===== config.mk =====
export PLATFORM = sky130hd
export DESIGN_NAME = key_debounce_multi
export DESIGN_NICKNAME = d
export VERILOG_FILES = /design/src/rtl/key_debounce_multi.sv
export SDC_FILE = /design/constraint.sdc
export NUM_CORES = 1
export LEC_CHECK = 0
export ABC_CLOCK_PERIOD_IN_PS = 3050
export BUFFER_PORTS_ARGS = -buffer_cell sky130_fd_sc_hd__clkbuf_2
export CAP_MARGIN = 25
export CORE_ASPECT_RATIO = 2
export CORE_MARGIN = 5
export CORE_UTILIZATION = 40
export CTS_CLUSTER_DIAMETER = 30
export DETAILED_ROUTE_END_ITERATION = 8
export HOLD_SLACK_MARGIN = 0.06
export RECOVER_POWER = 50
export SLEW_MARGIN = 15
export SYNTH_ARGS = -nofsm -noshare
export SYNTH_HDL_FRONTEND = slang
export SYNTH_SLANG_ARGS = --single-unit

===== constraint.sdc =====
create_clock -name clk -period 3.05 [get_ports clk]
set_clock_uncertainty 0.1 [all_clocks]
set_input_delay 0 -clock clk [delete_from_list [all_inputs] [get_ports clk]]
set_output_delay 0 -clock clk [all_outputs]
set_load 0.005 [all_outputs]

===== src/rtl/key_debounce_multi.sv =====
// key_debounce_multi
//   N-channel push-button conditioner. Each channel synchronises its raw
//   input, normalises polarity, debounces against a shared timebase tick,
//   and produces press/release pulses, a long-press pulse and optional
//   auto-repeat pulses. One prescaler serves all channels, so the counter
//   widths depend only on tick counts, not on the clock frequency.
//
// Ports
//   clk          system clock
//   rst_n        asynchronous active-low reset
//   key_in       raw asynchronous key inputs, one bit per channel
//   key_level    debounced level per channel, 1 = pressed
//   key_press    1-cycle pulse in the first cycle key_level reads 1
//   key_release  1-cycle pulse in the first cycle key_level reads 0
//   key_long     1-cycle pulse when a press has been held LONG_TICKS ticks
//   key_repeat   1-cycle auto-repeat pulse every REPEAT_TICKS ticks after long
//   key_any      OR of key_level
module key_debounce_multi #(
    parameter int N_KEYS         = 4,
    parameter int TICK_DIV       = 50000,
    parameter int DEBOUNCE_TICKS = 20,
    parameter int LONG_TICKS     = 1000,
    parameter int REPEAT_TICKS   = 200,
    parameter int REPEAT_EN      = 1,
    parameter int ACTIVE_LOW     = 0
) (
    input  logic              clk,
    input  logic              rst_n,
    input  logic [N_KEYS-1:0] key_in,
    output logic [N_KEYS-1:0] key_level,
    output logic [N_KEYS-1:0] key_press,
    output logic [N_KEYS-1:0] key_release,
    output logic [N_KEYS-1:0] key_long,
    output logic [N_KEYS-1:0] key_repeat,
    output logic              key_any
);

    localparam int PW = $clog2(TICK_DIV - 1) + 1;
    localparam int DW = $clog2(DEBOUNCE_TICKS - 1) + 1;
    localparam int HW = $clog2(LONG_TICKS - 1) + 1;
    localparam int RW = $clog2(REPEAT_TICKS - 1) + 1;

    // Raw value of a released key; synchroniser flops reset to it so that
    // leaving reset never looks like an edge.
    localparam logic [N_KEYS-1:0] RAW_IDLE = (ACTIVE_LOW != 0) ? {N_KEYS{1'b1}} : {N_KEYS{1'b0}};

    typedef enum logic [1:0] {
        ST_IDLE,
        ST_HOLD,
        ST_REPEAT
    } hold_state_t;

    logic [PW-1:0]     presc_cnt;
    logic              tick;
    logic [N_KEYS-1:0] sync1;
    logic [N_KEYS-1:0] sync2;
    logic [N_KEYS-1:0] s_norm;

    assign tick = (presc_cnt == PW'(TICK_DIV - 1));

    always_ff @(posedge clk or negedge rst_n) begin
        if (!rst_n) begin
            presc_cnt <= '0;
        end else if (tick) begin
            presc_cnt <= '0;
        end else begin
            presc_cnt <= presc_cnt + PW'(1);
        end
    end

    always_ff @(posedge clk or negedge rst_n) begin
        if (!rst_n) begin
            sync1 <= RAW_IDLE;
            sync2 <= RAW_IDLE;
        end else begin
            sync1 <= key_in;
            sync2 <= sync1;
        end
    end

    // After this XOR, 1 always means "pressed" regardless of board polarity.
    assign s_norm = sync2 ^ RAW_IDLE;

    for (genvar i = 0; i < N_KEYS; i++) begin : g_ch
        logic [DW-1:0] db_cnt;
        logic          level_q;
        logic          press_q;
        logic          release_q;
        logic          db_update;
        logic          press_upd;
        logic          rel_upd;

        hold_state_t   state_q;
        hold_state_t   state_d;
        logic [HW-1:0] hold_q;
        logic [HW-1:0] hold_d;
        logic [RW-1:0] rep_q;
        logic [RW-1:0] rep_d;
        logic          long_q;
        logic          long_d;
        logic          repeat_q;
        logic          repeat_d;

        // The level flips on the tick that would take db_cnt past its
        // terminal value; press/release are decoded from that same update so
        // they register in the same cycle as the new level.
        assign db_update = tick && (s_norm[i] != level_q)
                           && (db_cnt == DW'(DEBOUNCE_TICKS - 1));
        assign press_upd = db_update && s_norm[i];
        assign rel_upd   = db_update && !s_norm[i];

        always_ff @(posedge clk or negedge rst_n) begin
            if (!rst_n) begin
                db_cnt    <= '0;
                level_q   <= 1'b0;
                press_q   <= 1'b0;
                release_q <= 1'b0;
            end else begin
                press_q   <= press_upd;
                release_q <= rel_upd;
                if (s_norm[i] == level_q) begin
                    db_cnt <= '0;
                end else if (db_update) begin
                    level_q <= s_norm[i];
                    db_cnt  <= '0;
                end else if (tick) begin
                    db_cnt <= db_cnt + DW'(1);
                end
            end
        end

        always_ff @(posedge clk or negedge rst_n) begin
            if (!rst_n) begin
                state_q  <= ST_IDLE;
                hold_q   <= '0;
                rep_q    <= '0;
                long_q   <= 1'b0;
                repeat_q <= 1'b0;
            end else begin
                state_q  <= state_d;
                hold_q   <= hold_d;
                rep_q    <= rep_d;
                long_q   <= long_d;
                repeat_q <= repeat_d;
            end
        end

        // Without auto-repeat, hold_q parks at LONG_TICKS (one past its
        // terminal value) so the long-press compare can never match again.
        // A release update overrides everything decided above it, which
        // gives release priority over a coincident long/repeat event.
        always_comb begin
            state_d  = state_q;
            hold_d   = hold_q;
            rep_d    = rep_q;
            long_d   = 1'b0;
            repeat_d = 1'b0;
            case (state_q)
                ST_IDLE: begin
                    if (press_upd) begin
                        state_d = ST_HOLD;
                        hold_d  = '0;
                    end
                end
                ST_HOLD: begin
                    if (tick && (hold_q != HW'(LONG_TICKS))) begin
                        if (hold_q == HW'(LONG_TICKS - 1)) begin
                            long_d = 1'b1;
                            if (REPEAT_EN != 0) begin
                                state_d = ST_REPEAT;
                                rep_d   = '0;
                            end else begin
                                hold_d = HW'(LONG_TICKS);
                            end
                        end else begin
                            hold_d = hold_q + HW'(1);
                        end
                    end
                end
                ST_REPEAT: begin
                    if (tick) begin
                        if (rep_q == RW'(REPEAT_TICKS - 1)) begin
                            repeat_d = 1'b1;
                            rep_d    = '0;
                        end else begin
                            rep_d = rep_q + RW'(1);
                        end
                    end
                end
                default: begin
                    state_d = ST_IDLE;
                end
            endcase
            if (rel_upd) begin
                state_d  = ST_IDLE;
                hold_d   = '0;
                rep_d    = '0;
                long_d   = 1'b0;
                repeat_d = 1'b0;
            end
        end

        assign key_level[i]   = level_q;
        assign key_press[i]   = press_q;
        assign key_release[i] = release_q;
        assign key_long[i]    = long_q;
        assign key_repeat[i]  = repeat_q;
    end

    assign key_any = |key_level;

endmodule


==> results.py <==
metrics = {
    "worst_setup_path": {
        "worstReg2RegEnd": "g_ch[1].hold_q[2]",
        "r2r_slack_ns": 0.20,
        "crit_fanout": 10,
        "timing.rr.start": "presc_cnt[5]",
        "reg2reg_depth": 6,
        "critPathKind": "reg2reg",
        "critPathLaunchType": "register",
        "cp-end-kind": "register",
        "critPathRequiredTime_ns": 3.26,
        "arrival_ns": 3.06,
    },
    "power": {
        "power_density_nw_per_um2": 451.8,
        "leakage_nw": 4.166,
        "intPower_mw": 3.351,
        "seq_power_share_pct": 49.1,
        "switching_share_pct": 21.44,
        "netSwitchingPower_uw": 914.6,
        "total_power_mw": 4.265,
        "ir_drop_uv": 317.2,
        "pwr-share-comb_pct": 1.6,
        "p_clk_share_pct": 49.4,
    },
    "cells_and_area": {
        "areaGrowthSynthToFinish_pct": 12.26,
        "finish.instance_area_sq_um": 9440,
        "final_nets": 979,
        "n_antenna_cell": 0,
        "layout-drive-gt1-share_pct": 9.598,
        "final_cell_count_no_fill": 1238,
        "postLayoutCoreUtil_pct": 45.32,
    },
    "timing": {
        "rsz0062_at_grt": "false",
        "setup-tns-final_ns": 0,
        "hold_viol": 0,
        "drv_slew": 0,
        "relSlewSlack_pct": 25.37,
        "fmax_mhz": 351.1,
        "final.min_clock_period_ns": 2.848,
        "finalCritPeriodShare_pct": 93.37,
        "setup_violations": 0,
        "worst_slew_pin_slew_ns": 1.119,
    },
    "hold_path": {
        "hp-class": "in2reg",
        "hold_path_depth": 2,
        "min_to": "sync1[3]",
        "worstHoldStart": "key_in[3]",
    },
    "yosys": {
        "synth_edf_count": 0,
        "syn_area_sq_um": 8409,
        "ys_seq_area_share_pct": 46.72,
        "yosys_register_bits": 157,
        "netlist_instances": 926,
        "yosys_warnings": 0,
        "synth_ff_type": "dfrtp_1",
        "synth.net_count": 949,
        "synthArstFlopShare_pct": 100.0,
        "syn_area_per_cell_sq_um": 9.081,
        "synth.distinct_cells": 59,
    },
    "grt": {
        "grt_util_met3_pct": 3.152,
        "overflow": 0,
        "use_met1_pct": 18.44,
        "grt_pass1_vias": 6915,
        "grt_use_met2_pct": 32.68,
        "grt_use_total_pct": 17.29,
        "antenna_found_initial": 0,
        "grt_first_pass_wirelength_mm": 34.14,
        "busiest_layer": "met2",
        "grt_max_degree": 110,
    },
    "placement": {
        "gp_congestion": 0.8302,
        "dp.cells": 1199,
        "dpl-instance-area_sq_um": 8811,
        "hpwl_mm": 14.66,
        "io_buffers": 26,
    },
    "die": {
        "fp.dieArea_sq_um": 24200,
        "num_rows": 75,
        "fp.dieH_um": 215.1,
        "io_pins": 27,
        "die_w_um": 112.5,
        "initial_core_util_pct": 40.37,
        "core_sq_um": 20830,
    },
    "clocking": {
        "clkTransAtPathRegs_ns": 0.06,
        "hold_buffers": 5,
        "clkLatencyLatePin_ns": 0.44,
        "ctsLongestPathBuffers": 2,
        "numCtsBuffers": 17,
        "postCtsSetupRepairBufs": 0,
        "htreeDepth": 4,
        "cts_tree": "yes",
        "cts_num_sinks": 157,
        "cts_root_buf": "clkbuf_16",
        "cts_resized": 0,
    },
    "route": {
        "viasPerCell": 5.589,
        "drt_iter0_markers": 249,
        "drcViolationCount": 0,
        "drt-total-wl_mm": 20.34,
        "vias": 6919,
        "dr.pass1.iters": 4,
        "wire_per_inst_um": 16.43,
        "ant_nets": 0,
    },
    "status": {
        "status": "finished clean",
    },
    "flow_run": {
        "maxCapViolCount": 0,
    },
}
registers in the layout, indices dropped and copies added, names as in the netlist:
signal,cells
s_norm,4
g_ch.long_q,4
g_ch.rep_q,36
g_ch.state_q,8
g_ch.release_q,4
presc_cnt,17
g_ch.hold_q,44
g_ch.repeat_q,4
g_ch.level_q,4
g_ch.db_cnt,24
g_ch.press_q,4
sync1,4
how the worst max path moves through the flow:
stage | slack [ns] | from | to | cells past startpoint
3_5_place_dp | 0.20 | presc_cnt[5] | g_ch[1].hold_q[2] | 6
2_1_floorplan | 0.41 | presc_cnt[5] | g_ch[0].hold_q[10] | 8
4_1_cts | 0.20 | presc_cnt[5] | g_ch[1].hold_q[2] | 6
6_report | 0.20 | presc_cnt[5] | g_ch[1].hold_q[2] | 6
3_3_place_gp | 0.26 | presc_cnt[5] | g_ch[1].hold_q[2] | 6
5_1_grt | 0.08 | presc_cnt[5] | g_ch[1].hold_q[2] | 6
area by class of cell:
type / count / area (sq um)
clock buffer: 22 / 464.2
clock inverter: 10 / 113.9
fill: 2040 / 11390
inverter: 20 / 75.07
multi-input combinational: 700 / 4119
sequential: 157 / 3929
tap: 269 / 336.6
timing repair buffer: 60 / 402.9
synthesized netlist by cell type (all sizes together), types with 13 or more instances:
| library cell | n | area, sq um |
|---|---|---|
| nor3 | 24 | 131.4 |
| or3 | 30 | 187.7 |
| buf | 30 | 221.5 |
| nor2b | 14 | 90.09 |
| a21oi | 31 | 155.2 |
| nand2 | 110 | 412.9 |
| clkbuf | 19 | 71.32 |
| a31oi | 18 | 112.6 |
| o31ai | 25 | 187.7 |
| nand4 | 14 | 87.58 |
| dfrtp | 157 | 3929 |
| and3 | 38 | 239.0 |
| nor2 | 52 | 197.7 |
| o21ai | 57 | 285.3 |
| inv | 20 | 75.07 |
| ha | 17 | 212.7 |
| nand3 | 114 | 570.6 |
| nor4 | 13 | 81.33 |
cell families after synthesis:
family                     Yosys count  synth area share, %
muxes                                6               0.7737
DFF                                157                46.72
buffers and inverters               69                4.374
xor gates and xnor gates            22                2.291
AOI/OAI and AO/OA                  163                11.99
and+or+nand+nor                    492                31.32
adders and majority gates           17                2.529
worst max-delay path, cell delays in order, from the launching register on:
cell and delay (ns):
dfrtp_1 0.42, or4_4 0.59, or4_1 0.60, buf_4 0.21, o21ai_1 0.35, or2_2 0.31, o21ai_0 0.12
power by group through the flow:
stage	clock network, mW	logic (mW)	registers, mW
finish	2.11	0.0663	2.09
global route	2.25	0.0788	2.09
floorplan	0	0.0105	2.13
CTS	2.17	0.0693	2.09
global placement	0	0.0642	2.13
detailed placement	0	0.0642	2.13
per-layer routing:
metal	vias to the layer above	wire, um
met3	31	416
met2	76	11480
met5	-	0
met4	0	469
li1	3407	-
met1	3405	7978
metrics by stage:
step                      worst slack [ns]  hold WS [ns]
after CTS                           0.1966       0.07604
after floorplan                     0.4087       -0.3956
after global placement              0.2600      0.008487
after global routing               0.07642        0.1081
final                               0.2021        0.1101
after detailed placement            0.2026      0.009678
placed cells by master, fill, tap and decap left out, types with 13 or more instances in the layout:
cell type and count:
nor3_1 23, clkbuf_1 14, clkbuf_2 15, o21ai_0 54, nand2_1 110, nand4_1 14, or3_1 30, clkbuf_16 17
a31oi_1 18, nor2_1 51, nor2b_1 13, ha_1 17, o31ai_1 25, and3_1 37, inv_1 20, dfrtp_1 157
a21oi_1 31, buf_4 25, nand3_1 114
(Power assumes the default switching activity.)
